===== config.mk =====
export PLATFORM = sky130hd
export DESIGN_NAME = nanorv32_alu_arb
export DESIGN_NICKNAME = d
export VERILOG_FILES = /design/src/rtl/nanorv32_alu_arb_pkg.sv /design/src/rtl/nanorv32_alu_rsp_slot.sv /design/src/rtl/nanorv32_alu_arb.sv
export SDC_FILE = /design/constraint.sdc
export NUM_CORES = 1
export LEC_CHECK = 0
export CAP_MARGIN = 5
export CORE_AREA = 2 2 122 124
export CTS_CLUSTER_SIZE = 12
export DETAILED_ROUTE_END_ITERATION = 8
export DIE_AREA = 0 0 124 126
export HOLD_SLACK_MARGIN = 0.1
export PLACE_DENSITY = 0.76
export SYNTH_ARGS = -nofsm -noshare
export SYNTH_HDL_FRONTEND = slang
export SYNTH_SLANG_ARGS = --single-unit
export TNS_END_PERCENT = 50

===== constraint.sdc =====
create_clock -name clk -period 2.3 [get_ports clk]
set_input_delay 0.46 -clock clk [delete_from_list [all_inputs] [get_ports clk]]
set_output_delay 0.46 -clock clk [all_outputs]
set_load 0.05 [all_outputs]

===== src/rtl/nanorv32_alu_arb_pkg.sv =====
// nanorv32_alu_arb_pkg
//   Shared constants and types for the ALU arbiter slice:
//   - datapath / op-select widths and the ALU op-select encodings;
//   - default starvation bound for the low-priority port;
//   - slot and grant enumerations used by the arbiter and its response slots.
package nanorv32_alu_arb_pkg;

   localparam int NANORV32_DATA_MSB           = 31;
   localparam int NANORV32_MUX_SEL_ALU_OP_MSB = 3;
   localparam int NANORV32_ALU_ARB_STARVE_MAX = 4;

   typedef logic [NANORV32_MUX_SEL_ALU_OP_MSB:0] alu_op_t;

   localparam alu_op_t NANORV32_MUX_SEL_ALU_OP_ADD         = 4'd0;
   localparam alu_op_t NANORV32_MUX_SEL_ALU_OP_SUB         = 4'd1;
   localparam alu_op_t NANORV32_MUX_SEL_ALU_OP_AND         = 4'd2;
   localparam alu_op_t NANORV32_MUX_SEL_ALU_OP_OR          = 4'd3;
   localparam alu_op_t NANORV32_MUX_SEL_ALU_OP_XOR         = 4'd4;
   localparam alu_op_t NANORV32_MUX_SEL_ALU_OP_SLL         = 4'd5;
   localparam alu_op_t NANORV32_MUX_SEL_ALU_OP_SRL         = 4'd6;
   localparam alu_op_t NANORV32_MUX_SEL_ALU_OP_SRA         = 4'd7;
   localparam alu_op_t NANORV32_MUX_SEL_ALU_OP_LT_SIGNED   = 4'd8;
   localparam alu_op_t NANORV32_MUX_SEL_ALU_OP_LT_UNSIGNED = 4'd9;
   localparam alu_op_t NANORV32_MUX_SEL_ALU_OP_NOP         = 4'd15;

   typedef enum logic {
      SLOT_EMPTY = 1'b0,
      SLOT_FULL  = 1'b1
   } slot_state_e;

   typedef enum logic [1:0] {
      GRANT_NONE,
      GRANT_P0,
      GRANT_P1
   } grant_e;

endpackage


===== src/rtl/nanorv32_alu_rsp_slot.sv =====
// nanorv32_alu_rsp_slot
//   One registered response slot (EMPTY/FULL) in front of a requester.
//   A grant captures the ALU result into the slot; the requester drains it
//   with rsp_ready_i. A grant while draining reloads the slot so one op per
//   cycle can stream through.
// Ports:
//   clk, rst_n      clock, asynchronous active-low reset
//   grant_i         this port owns the ALU this cycle
//   rsp_ready_i     requester consumes the held result
//   alu_res_i       ALU result to capture
//   alu_cond_i      ALU condition flag to capture
//   rsp_valid_o     slot FULL
//   rsp_res_o       held result
//   rsp_cond_o      held condition flag
module nanorv32_alu_rsp_slot
   import nanorv32_alu_arb_pkg::*;
#(
   parameter int DATA_W = NANORV32_DATA_MSB + 1
) (
   input  logic              clk,
   input  logic              rst_n,
   input  logic              grant_i,
   input  logic              rsp_ready_i,
   input  logic [DATA_W-1:0] alu_res_i,
   input  logic              alu_cond_i,
   output logic              rsp_valid_o,
   output logic [DATA_W-1:0] rsp_res_o,
   output logic              rsp_cond_o
);

   slot_state_e       state_q, state_d;
   logic [DATA_W-1:0] res_q;
   logic              cond_q;

   // NOTE: sequential state uses non-blocking assignments so every register
   // samples pre-edge values regardless of process ordering.
   always_ff @(posedge clk or negedge rst_n) begin
      if (!rst_n) begin
         state_q <= SLOT_EMPTY;
      end else begin
         state_q <= state_d;
      end
   end

   // NOTE: the default assignment first keeps this combinational process
   // free of inferred latches on paths that do not change state.
   always_comb begin
      state_d = state_q;
      case (state_q)
         SLOT_EMPTY: if (grant_i)                 state_d = SLOT_FULL;
         SLOT_FULL:  if (rsp_ready_i && !grant_i) state_d = SLOT_EMPTY;
         default:                                 state_d = SLOT_EMPTY;
      endcase
   end

   // A grant is only possible when the slot is empty or draining, so loading
   // on every grant covers both fresh capture and back-to-back reload.
   always_ff @(posedge clk or negedge rst_n) begin
      if (!rst_n) begin
         res_q  <= '0;
         cond_q <= 1'b0;
      end else if (grant_i) begin
         res_q  <= alu_res_i;
         cond_q <= alu_cond_i;
      end
   end

   always_comb begin
      rsp_valid_o = (state_q == SLOT_FULL);
      rsp_res_o   = res_q;
      rsp_cond_o  = cond_q;
   end

endmodule


===== src/rtl/nanorv32_alu_arb.sv =====
// nanorv32_alu_arb
//   Shares one external combinational nanorv32_alu between the execute stage
//   (port 0, high priority) and an auxiliary requester (port 1, low priority).
//   Each port owns a registered response slot; a starvation counter forces a
//   port-1 grant after STARVE_MAX consecutive port-0 wins while port 1 waits.
// Ports:
//   clk, rst_n                    clock, asynchronous active-low reset
//   pN_req_valid/ready            request handshake (ready = grant)
//   pN_req_op/a/b                 ALU op select and operands
//   pN_rsp_valid/ready            response handshake
//   pN_rsp_res/cond               registered ALU result and condition
//   alu_porta/portb/op_sel        drive to the shared ALU
//   alu_res/alu_cond              result from the shared ALU
module nanorv32_alu_arb
   import nanorv32_alu_arb_pkg::*;
#(
   parameter int DATA_W     = NANORV32_DATA_MSB + 1,
   parameter int OP_W       = NANORV32_MUX_SEL_ALU_OP_MSB + 1,
   parameter int STARVE_MAX = NANORV32_ALU_ARB_STARVE_MAX
) (
   input  logic              clk,
   input  logic              rst_n,
   input  logic              p0_req_valid,
   output logic              p0_req_ready,
   input  logic [OP_W-1:0]   p0_req_op,
   input  logic [DATA_W-1:0] p0_req_a,
   input  logic [DATA_W-1:0] p0_req_b,
   output logic              p0_rsp_valid,
   input  logic              p0_rsp_ready,
   output logic [DATA_W-1:0] p0_rsp_res,
   output logic              p0_rsp_cond,
   input  logic              p1_req_valid,
   output logic              p1_req_ready,
   input  logic [OP_W-1:0]   p1_req_op,
   input  logic [DATA_W-1:0] p1_req_a,
   input  logic [DATA_W-1:0] p1_req_b,
   output logic              p1_rsp_valid,
   input  logic              p1_rsp_ready,
   output logic [DATA_W-1:0] p1_rsp_res,
   output logic              p1_rsp_cond,
   output logic [DATA_W-1:0] alu_porta,
   output logic [DATA_W-1:0] alu_portb,
   output logic [OP_W-1:0]   alu_op_sel,
   input  logic [DATA_W-1:0] alu_res,
   input  logic              alu_cond
);

   localparam int              CNT_W      = $clog2(STARVE_MAX + 1);
   localparam logic [CNT_W-1:0] STARVE_LIM = CNT_W'(STARVE_MAX);

   logic             elig0, elig1;
   logic             grant0, grant1;
   grant_e           grant_sel;
   logic [CNT_W-1:0] starve_cnt_q, starve_cnt_d;

   // A port may issue only when its slot is empty or being drained now.
   assign elig0 = p0_req_valid && (!p0_rsp_valid || p0_rsp_ready);
   assign elig1 = p1_req_valid && (!p1_rsp_valid || p1_rsp_ready);

   always_comb begin
      grant_sel = GRANT_NONE;
      if (elig0 && elig1) begin
         grant_sel = (starve_cnt_q == STARVE_LIM) ? GRANT_P1 : GRANT_P0;
      end else if (elig0) begin
         grant_sel = GRANT_P0;
      end else if (elig1) begin
         grant_sel = GRANT_P1;
      end
   end

   assign grant0       = (grant_sel == GRANT_P0);
   assign grant1       = (grant_sel == GRANT_P1);
   assign p0_req_ready = grant0;
   assign p1_req_ready = grant1;

   // Idle ALU sees a NOP with zero operands to keep its inputs quiet.
   always_comb begin
      alu_op_sel = OP_W'(NANORV32_MUX_SEL_ALU_OP_NOP);
      alu_porta  = '0;
      alu_portb  = '0;
      case (grant_sel)
         GRANT_P0: begin
            alu_op_sel = p0_req_op;
            alu_porta  = p0_req_a;
            alu_portb  = p0_req_b;
         end
         GRANT_P1: begin
            alu_op_sel = p1_req_op;
            alu_porta  = p1_req_a;
            alu_portb  = p1_req_b;
         end
         default: ;
      endcase
   end

   // Counts consecutive port-0 wins while port 1 is eligible; clears as soon
   // as port 1 is served or stops waiting.
   always_comb begin
      starve_cnt_d = starve_cnt_q;
      if (grant1 || !elig1) begin
         starve_cnt_d = '0;
      end else if (grant0 && (starve_cnt_q != STARVE_LIM)) begin
         starve_cnt_d = starve_cnt_q + CNT_W'(1);
      end
   end

   always_ff @(posedge clk or negedge rst_n) begin
      if (!rst_n) begin
         starve_cnt_q <= '0;
      end else begin
         starve_cnt_q <= starve_cnt_d;
      end
   end

   nanorv32_alu_rsp_slot #(
      .DATA_W (DATA_W)
   ) u_slot0 (
      .clk         (clk),
      .rst_n       (rst_n),
      .grant_i     (grant0),
      .rsp_ready_i (p0_rsp_ready),
      .alu_res_i   (alu_res),
      .alu_cond_i  (alu_cond),
      .rsp_valid_o (p0_rsp_valid),
      .rsp_res_o   (p0_rsp_res),
      .rsp_cond_o  (p0_rsp_cond)
   );

   nanorv32_alu_rsp_slot #(
      .DATA_W (DATA_W)
   ) u_slot1 (
      .clk         (clk),
      .rst_n       (rst_n),
      .grant_i     (grant1),
      .rsp_ready_i (p1_rsp_ready),
      .alu_res_i   (alu_res),
      .alu_cond_i  (alu_cond),
      .rsp_valid_o (p1_rsp_valid),
      .rsp_res_o   (p1_rsp_res),
      .rsp_cond_o  (p1_rsp_cond)
   );

endmodule


# Yosys cells after proc, flatten, opt, wreduce, memory -nomap -nowiden
# Cells that the tools add are included.
word_totals:
  reg_bits: 71
  output_inout_bits: 138
op_classes:
  n_addsub: 1
  eq_ne: 4
  n_mux: 15
  bitwise: 2
  n_reduce_logical: 15
op_table:
  columns: ["op", "n"]
  rows:
  - ["one-hot mux 32 bit (2 select lines)", 2]
  - ["2-to-1 mux 2 bit", 4]
  - ["one-hot mux 4 bit (2 select lines)", 1]
  - ["logical AND 1 bit", 6]
  - ["2-to-1 mux 3 bit", 2]
  - ["logical NOT 1 bit", 5]
  - ["2-to-1 mux 1 bit", 4]
  - ["one-hot mux 1 bit (2 select lines)", 2]
  - ["adder 3 x 1 -> 3 bit, second input constant", 1]
  - ["equality test 3 bit, second input constant", 1]
  - ["logical OR 1 bit", 3]
  - ["!= test 3 bit, second input constant", 1]
  - ["equality test 2 x 1 -> 1 bit, second input constant", 1]
  - ["equality test 2 bit, second input constant", 1]
  - ["NOT 1 bit", 2]
  - ["nonzero test 2 bit", 1]

# Depth between registers and ports, before layout
# Gate-level depths: netlist of run 1.
depth:
  depth_word: 11
  depth_mapped: 8
  ltp_nobuf: 6

# By module
# From an unflattened synthesis of run 1, not the netlist that was laid out.
hier_totals:
  cells_unflattened: 259
  area_unflattened_um2: 3748.6
by_module_without_submodules:
  columns: ["module", "instances", "cells_each", "area_per_inst_um2", "seq_area_each_um2"]
  rows:
  - ["nanorv32_alu_rsp_slot", 2, 73, 1413.9, 850.8]
  - ["nanorv32_alu_arb", 1, 113, 920.9, 75.1]

# Worst setup path after synthesis of run 1
# No wires, ideal clock.
synth_path:
  path_kind: "register to output"
  startpoint: "reg u_slot0.state_q, in the netlist u_slot0.rsp_valid_o"
  endpoint: "out alu_portb[22]"
  arrival_time_ns: 2.318
  t_required_ns: 1.840
  path_slack_ns: -0.478
  stages_incl_launch_ff: 6
  cell_sequence: "dfrtp_1 -> nor2b_1 -> o311ai_4 -> inv_2 -> clkbuf_1 -> a22o_1"
synth_between:
  elab_chain_len: 7
synth_rtl:
  columns: ["element", "line", "text"]
  rows:
  - ["start: declaration", "nanorv32_alu_rsp_slot.sv:31", "slot_state_e state_q, state_d;"]
  - ["start signal: assignment", "nanorv32_alu_rsp_slot.sv:41", "state_q <= state_d;"]
  - ["logical NOT 1 bit (*)", "nanorv32_alu_arb.sv:57", "assign elig0 = p0_req_valid && (!p0_rsp_valid || p0_rsp_ready);"]
  - ["logical OR 1 bit (*)", "nanorv32_alu_arb.sv:57", null]
  - ["logical AND 1 bit (*)", "nanorv32_alu_arb.sv:57", null]
  - ["2-to-1 mux 2 bit / logical AND 1 bit (equally long branches)", "nanorv32_alu_arb.sv:64, nanorv32_alu_arb.sv:62", null]
  - ["2-to-1 mux 2 bit (*)", "nanorv32_alu_arb.sv:62", "if (elig0 && elig1) begin"]
  - ["equality test 2 bit (*)", null, null]
  - ["net p1_req_ready", "nanorv32_alu_arb.sv:33", "output logic p1_req_ready,"]
  - ["one-hot mux 32 bit (2 select lines) (*)", "nanorv32_alu_arb.sv:81", "case (grant_sel)"]
  - ["end: declaration", "nanorv32_alu_arb.sv:42", "output logic [DATA_W-1:0] alu_portb,"]
# Mark *: on every way through the listed nets, which the timed path passes. The rest lies on a longest branch.

# Worst setup path after layout of run 1
layout_path:
  startpoint: "reg starve_cnt_q[1]"
  endpoint: "out alu_portb[30]"
layout_between:
  elab_chain_len: 5
layout_rtl:
  columns: ["element", "line", "text"]
  rows:
  - ["start: declaration", "nanorv32_alu_arb.sv:54", "logic [CNT_W-1:0] starve_cnt_q, starve_cnt_d;"]
  - ["start signal: assignment", "nanorv32_alu_arb.sv:111", "starve_cnt_q <= starve_cnt_d;"]
  - ["equality test 3 bit (*)", "nanorv32_alu_arb.sv:63", "grant_sel = (starve_cnt_q == STARVE_LIM) ? GRANT_P1 : GRANT_P0;"]
  - ["2-to-1 mux 2 bit (*)", "nanorv32_alu_arb.sv:63", null]
  - ["2-to-1 mux 2 bit (*)", "nanorv32_alu_arb.sv:62", null]
  - ["equality test 2 bit / equality test 2 x 1 -> 1 bit (equally long branches)", "nanorv32_alu_arb.sv:81", null]
  - ["one-hot mux 32 bit (2 select lines) (*)", "nanorv32_alu_arb.sv:81", null]
# Every way passes the cells marked *; elsewhere a longest branch is shown, timed or not.

==> results of run 1 <==
[per-stage QoR]
step | hold slack (ns) | instance area [sq um]
after floorplan | 0.164 | 3630
final | 0.134 | 8290
after global routing | 0.171 | 8290
after CTS | 0.138 | 8040
after global placement | 0.474 | 7190
after detailed placement | 0.480 | 7190
[cells in the final DEF (no fill, tap or decap), types with 2 or more instances in the layout]
master	Yosys	layout
clkdlybuf4s50_1	0	238
diode_2	0	3
inv_2	3	5
o311ai_4	1	2
buf_6	11	26
buf_4	0	17
clkinvlp_4	0	2
mux2_1	18	18
buf_12	2	39
nand2_1	3	2
buf_16	0	6
nor3_1	3	3
inv_1	5	2
bufinv_16	0	2
mux2_2	38	38
buf_8	1	16
o22a_4	0	4
mux2_4	10	10
clkbuf_16	0	10
dlygate4sd2_1	0	3
nand2b_1	2	2
a22o_2	0	10
a22o_1	64	26
dfrtp_1	71	71
a22o_4	0	28
clkbuf_8	0	2
[routing by layer]
layer / global-route usage / share of wire / up-vias
met5: 0 / 0 / -
met4: 0.108 / 0.038 / 0
met3: 0.0648 / 0.093 / 44
met2: 0.371 / 0.54 / 206
met1: 0.192 / 0.33 / 1815
li1: - / - / 1649
[sequential cells by signal, summed over array words and instances (netlist names)]
name,count
starve_cnt_q,3
u_slot0.rsp_cond_o,1
u_slot0.rsp_res_o,32
u_slot0.rsp_valid_o,1
u_slot1.rsp_cond_o,1
u_slot1.rsp_res_o,32
u_slot1.rsp_valid_o,1
[layout make-up]
type                       count  area, sq um
fill                        1120         6030
timing repair buffer         347         4050
multi-input combinational    154         1860
sequential                    71         1780
clock buffer                  11          253
tap                          184          230
clock inverter                 5         80.1
inverter                       8         32.5
antenna                        3         7.51
[cell families after synthesis]
kind of cell               synth area share
buffers and inverters                0.0693
DFF                                   0.500
muxes                                 0.220
and+or+nand+nor                      0.0218
adders and majority gates           0.00704
AOI/OAI and AO/OA                     0.182
[what timing repair did]
action,CTS,global route
cloned,6,1
endpoints found under the setup margin,70,79
pin swaps,6,22
buffers inserted,8,3
gates resized for setup,63,46
[critical path, stage by stage, from the launching register on]
cell,delay [ns]
dfrtp_1,0.36
inv_2,0.06
ha_4,0.16
and2_4,0.14
o311ai_4,0.33
inv_4,0.12
buf_8,0.16
buf_12,0.13
a22o_2,0.27
buf_6,0.15
[report_power, final]
part | leakage, nW | total [mW] | internal (mW) | switching, mW
Clock | 0.158 | 1.52 | 1.01 | 0.511
Combinational | 2.55 | 3.03 | 1.34 | 1.69
Sequential | 0.838 | 1.57 | 1.46 | 0.111
[path summary, 6_finish.rpt]
path                                                   start                                end  slack, ns  depth (start not counted)
setup / recovery                 starve_cnt_q[1]$_DFFE_PN0P_                      alu_portb[30]      -0.37                          9
hold / removal                                         rst_n  u_slot1.rsp_res_o[30]$_DFFE_PN0N_       0.13                          1
setup reg to reg                 starve_cnt_q[1]$_DFFE_PN0P_   u_slot1.rsp_res_o[2]$_DFFE_PN0N_       0.10                          9
hold reg to reg            u_slot1.rsp_res_o[27]$_DFFE_PN0N_  u_slot1.rsp_res_o[27]$_DFFE_PN0N_       0.48                          1
max in group asynchronous                              rst_n  u_slot0.rsp_res_o[11]$_DFFE_PN0N_       1.50                          2
min in group clk           u_slot1.rsp_res_o[27]$_DFFE_PN0N_  u_slot1.rsp_res_o[27]$_DFFE_PN0N_       0.48                          1
==> flow_summary.ini, run 1 <==
[synthesis]
post_synth_num_cell_types = 27
synth_most_common_cell = dfrtp_1
synth_enable_flop_cells = 0
ys_warn_count = 0
synth_area_leader = dfrtp_1
syn-cell-area_sq_mm = 0.00355
synth_top_cell_area_share = 0.500
ys_top_cells_by_count = dfrtp_1, a22o_1, mux2_2, mux2_1, buf_6
netlist_top_cells_area = dfrtp_1, a22o_1, mux2_2
syn_area_per_cell_sq_um = 13.9
syn-num-nets = 432
ys_ff_latch = 71
async_flop_share = 1.00
synth_flop_cell = dfrtp_1
netlist_instances = 255
synth_seq_area_share = 0.500

[sta]
max_freq_mhz = 375
worst_clock_skew_ns = 0.00797
final.period_utilization = 1.16
final_period_minus_worst_setup_slack_ns = 2.67
final-hold-violation-count = 0
unrepaired_setup_endpoints_after_global_routing = yes
final.setup.worst_slack_ns = -0.366
timing.slew.headroom = 0.602
tightest_slew_ns = 0.596
final_max_slew_viol_count = 0
finalSetupViolCount = 70
setup-tns-final_ns = -19.82

[critical_path]
cp.required_ns = 1.84
setup.worst_path.end_class = output pin
startpoint_class_of_the_critical_path = flop
worst-setup-path-type = flop to output pin
crit_path_max_fanout = 5
worst_ep_arrival_time_ns = 2.21

[power]
fin_total_pwr_mw = 6.12
power.density_mw_per_mm2 = 738
vdd.ir_drop.worst_mv = 0.594
static-leakage-power_nw = 3.54

[clocking]
tritoncts = built
cts_hold_buf = 0
htreeDepth = 3
path_clk_slew_ns = 0.06
worst_skew_pair.late_latency_ns = 0.33
clock_tree.buffer_depth = 2
cts_inserted_buffers = 9
cts.root.buffer_cell = clkbuf_16
clock-sinks = 71

[layout]
drive_above_1_share = 0.378
fin_util = 0.579
fin_cells = 783
nNetsFinal = 768
syn2layout_area_growth_pct = 133

[routing]
total_wire_length_um = 16500
postRouteAntennaNets = 0
drt_first_iter_violations = 140
overall_via_count_from_detail_route = 3714
viasPerCell = 4.74
route.detailed.wl_per_inst_um = 21.1
post-route-drc-count = 0
drt-pass1-iter-count = 4

[global_routing]
grt_util_all_layers = 0.200
wire_length_of_the_first_global_routing_pass_um = 23300
first_global_vias = 4112
grt_antenna_before_repair = 3
grt_start_max_net_pins = 48
grt_overflow_total = 0

[floorplan]
die_area_sq_mm = 0.0156
chipWidth_um = 124
initial_utilization = 0.248
io_pins = 313
row_count = 44
die_h_um = 126
fp.coreArea_sq_mm = 0.0143

[outcome]
run_status = complete, but fails checks
violations = negative setup slack

[min_path]
min_path_type = input pin to asynchronous set/reset pin

[placed_design]
place_inst = 746
port_buffers = 312
dpl.hpwl_um = 11800
gp_congestion = 0.849
detailedPlace.worstSlack_ns = -0.329

[flow_run]
cap_violations = 0
(Power assumes the default switching activity.)
==> run 2: changes to the inputs <==
Settings changed: ABC_CLOCK_PERIOD_IN_PS from default to 2300, CORE_AREA 2 2 122 124 to default, CORE_MARGIN from default to 2, CORE_UTILIZATION from default to 26, DIE_AREA 0 0 124 126 to default, PLACE_DENSITY 0.76 to 0.79.
==> flow_summary.ini, run 2 (synthesis results as in run 1) <==
[routing]
viasPerCell = 4.74
total_wire_length_um = 15600
drt-pass1-iter-count = 4
drt_first_iter_violations = 116
postRouteAntennaNets = 0
route.detailed.wl_per_inst_um = 20.3
overall_via_count_from_detail_route = 3638
post-route-drc-count = 0

[floorplan]
io_pins = 313
fp.coreArea_sq_mm = 0.0133
die_h_um = 121
initial_utilization = 0.267
die_area_sq_mm = 0.0146
row_count = 42
chipWidth_um = 121

[sta]
timing.slew.headroom = 0.635
finalSetupViolCount = 70
setup-tns-final_ns = -20.10
final_period_minus_worst_setup_slack_ns = 2.67
worst_clock_skew_ns = 0.00906
hold-worst-slack_ns = 0.146
unrepaired_setup_endpoints_after_global_routing = yes
final-hold-violation-count = 0
max_freq_mhz = 374
tightest_slew_ns = 0.546
final.period_utilization = 1.16
final_max_slew_viol_count = 0
final.setup.worst_slack_ns = -0.370

[min_path]
min_path_type = input pin to asynchronous set/reset pin

[critical_path]
worstPathCellList = inv_2 > ha_4 > and2_4 > o311ai_4 > inv_4 > buf_12 > clkbuf_16 > a22o_1 > buf_6
timing.critical_path.slowest_stage_cell = dfrtp_1
setup.worst_path.end_class = output pin
reg2reg_to = u_slot1.rsp_res_o[15]$_DFFE_PN0N_
worst_path_largest_cell_delay_ns = 0.36
critical_path_cell_count = 9
critical_path_buf_inv_count = 5
worst-setup-path-type = flop to output pin
r2r_start = starve_cnt_q[1]$_DFFE_PN0P_
cp-endpoint = alu_porta[5]
worst_ep_arrival_time_ns = 2.21
cp.required_ns = 1.84
startpoint_class_of_the_critical_path = flop
reg2reg_setup_slack_ns = 0.07
crit_path_start = starve_cnt_q[1]$_DFFE_PN0P_
crit_path_max_fanout = 7
timing.reg2reg.worst_path_depth = 9
critPathTopFamily = buffers and inverters

[layout]
count_of_fill_cells_added_during_filler_insertion = 1101
layout.cells.most_common_list = clkdlybuf4s50_1, dfrtp_1, buf_6, mux2_2, a22o_1
fin_cells = 767
mostFrequentLayoutCell = clkdlybuf4s50_1
nNetsFinal = 763
drive_above_1_share = 0.352
antennaDiodeCount = 0
syn2layout_area_growth_pct = 116

[clocking]
worst_skew_pair.late_latency_ns = 0.33
clock-sinks = 71
clock_tree.buffer_depth = 2
cts.root.buffer_cell = clkbuf_16
cts_inserted_buffers = 9
cts_hold_buf = 0
tritoncts = built
htreeDepth = 3
path_clk_slew_ns = 0.06

[global_routing]
first_global_vias = 3995
grt_util_all_layers = 0.204
grt_start_max_net_pins = 72
grt_overflow_total = 0
wire_length_of_the_first_global_routing_pass_um = 22900
grt_antenna_before_repair = 0

[placed_design]
detailedPlace.worstSlack_ns = -0.343
place_inst = 737
gp_congestion = 0.827
dpl.hpwl_um = 11100
port_buffers = 312

[outcome]
run_status = complete, but fails checks
violations = negative setup slack

[power]
fin_total_pwr_mw = 5.79
vdd.ir_drop.worst_mv = 0.594
static-leakage-power_nw = 3.30
power.density_mw_per_mm2 = 755

[flow_run]
cap_violations = 0
-- run 2: cell types whose count changed in the layout (fill, tap and decap cells not counted), sizes merged --
cell,previous run,this run
clkbuf,12,13
clkdlybuf4s50,238,240
bufinv,2,1
dlygate4sd2,3,1
diode,3,0
clkinvlp,2,1
clkinv,1,2
buf,105,100
-- run 2: layout make-up --
| type | instances | area, sq um | area share |
|---|---|---|---|
| clock buffer | 12 | 246 | 0.0321 |
| timing repair buffer | 342 | 3660 | 0.478 |
| tap | 176 | 220 | 0.0287 |
| multi-input combinational | 154 | 1670 | 0.218 |
| inverter | 8 | 35.0 | 0.00457 |
| sequential | 71 | 1780 | 0.232 |
| clock inverter | 4 | 55.1 | 0.00718 |
-- run 2: how the worst min path moves through the flow --
stage | startpoint | endpoint | slack, ns
global placement | u_slot1.rsp_res_o[25]$_DFFE_PN0N_ | u_slot1.rsp_res_o[25]$_DFFE_PN0N_ | 0.47
finish | rst_n | u_slot1.rsp_res_o[10]$_DFFE_PN0N_ | 0.15
floorplan | rst_n | starve_cnt_q[0]$_DFFE_PN0P_ | 0.16
CTS | rst_n | u_slot0.rsp_res_o[15]$_DFFE_PN0N_ | 0.16
global route | rst_n | u_slot0.rsp_res_o[9]$_DFFE_PN0N_ | 0.17
detailed placement | u_slot1.rsp_res_o[20]$_DFFE_PN0N_ | u_slot1.rsp_res_o[20]$_DFFE_PN0N_ | 0.48
-- run 2: power breakdown --
group	internal [mW]	switching (mW)	leakage (nW)
registers	1.46	0.113	0.838
logic	1.19	1.65	2.32
clock network	0.873	0.511	0.143
-- run 2: per-stage QoR --
stage	instance area, sq um	utilization
2_1_floorplan	3630	-
3_3_place_gp	6800	0.511
3_5_place_dp	6800	0.511
4_1_cts	7560	0.569
5_1_grt	7670	0.577
6_report	7670	0.577
-- run 2: per-layer routing --
metal	track usage	vias to the layer above	part of all wire
met5	0	-	0
met4	0.0959	0	0.036
met3	0.0672	34	0.094
met2	0.378	207	0.53
met1	0.205	1763	0.34
li1	-	1634	-
-- run 2: what timing repair did --
| item | in CTS | in global routing |
|---|---|---|
| buffers inserted | 3 | 5 |
| pin swaps | 7 | 23 |
| resized for setup | 72 | 22 |
| gates cloned | 6 | 1 |
| endpoints found under the setup margin | 80 | 108 |
==> run 3: changes to the inputs <==
Settings changed: HOLD_SLACK_MARGIN 0.1 to default.
==> results of run 3 <==
No change in the layout: final DEF, timing and power equal those of run 2.
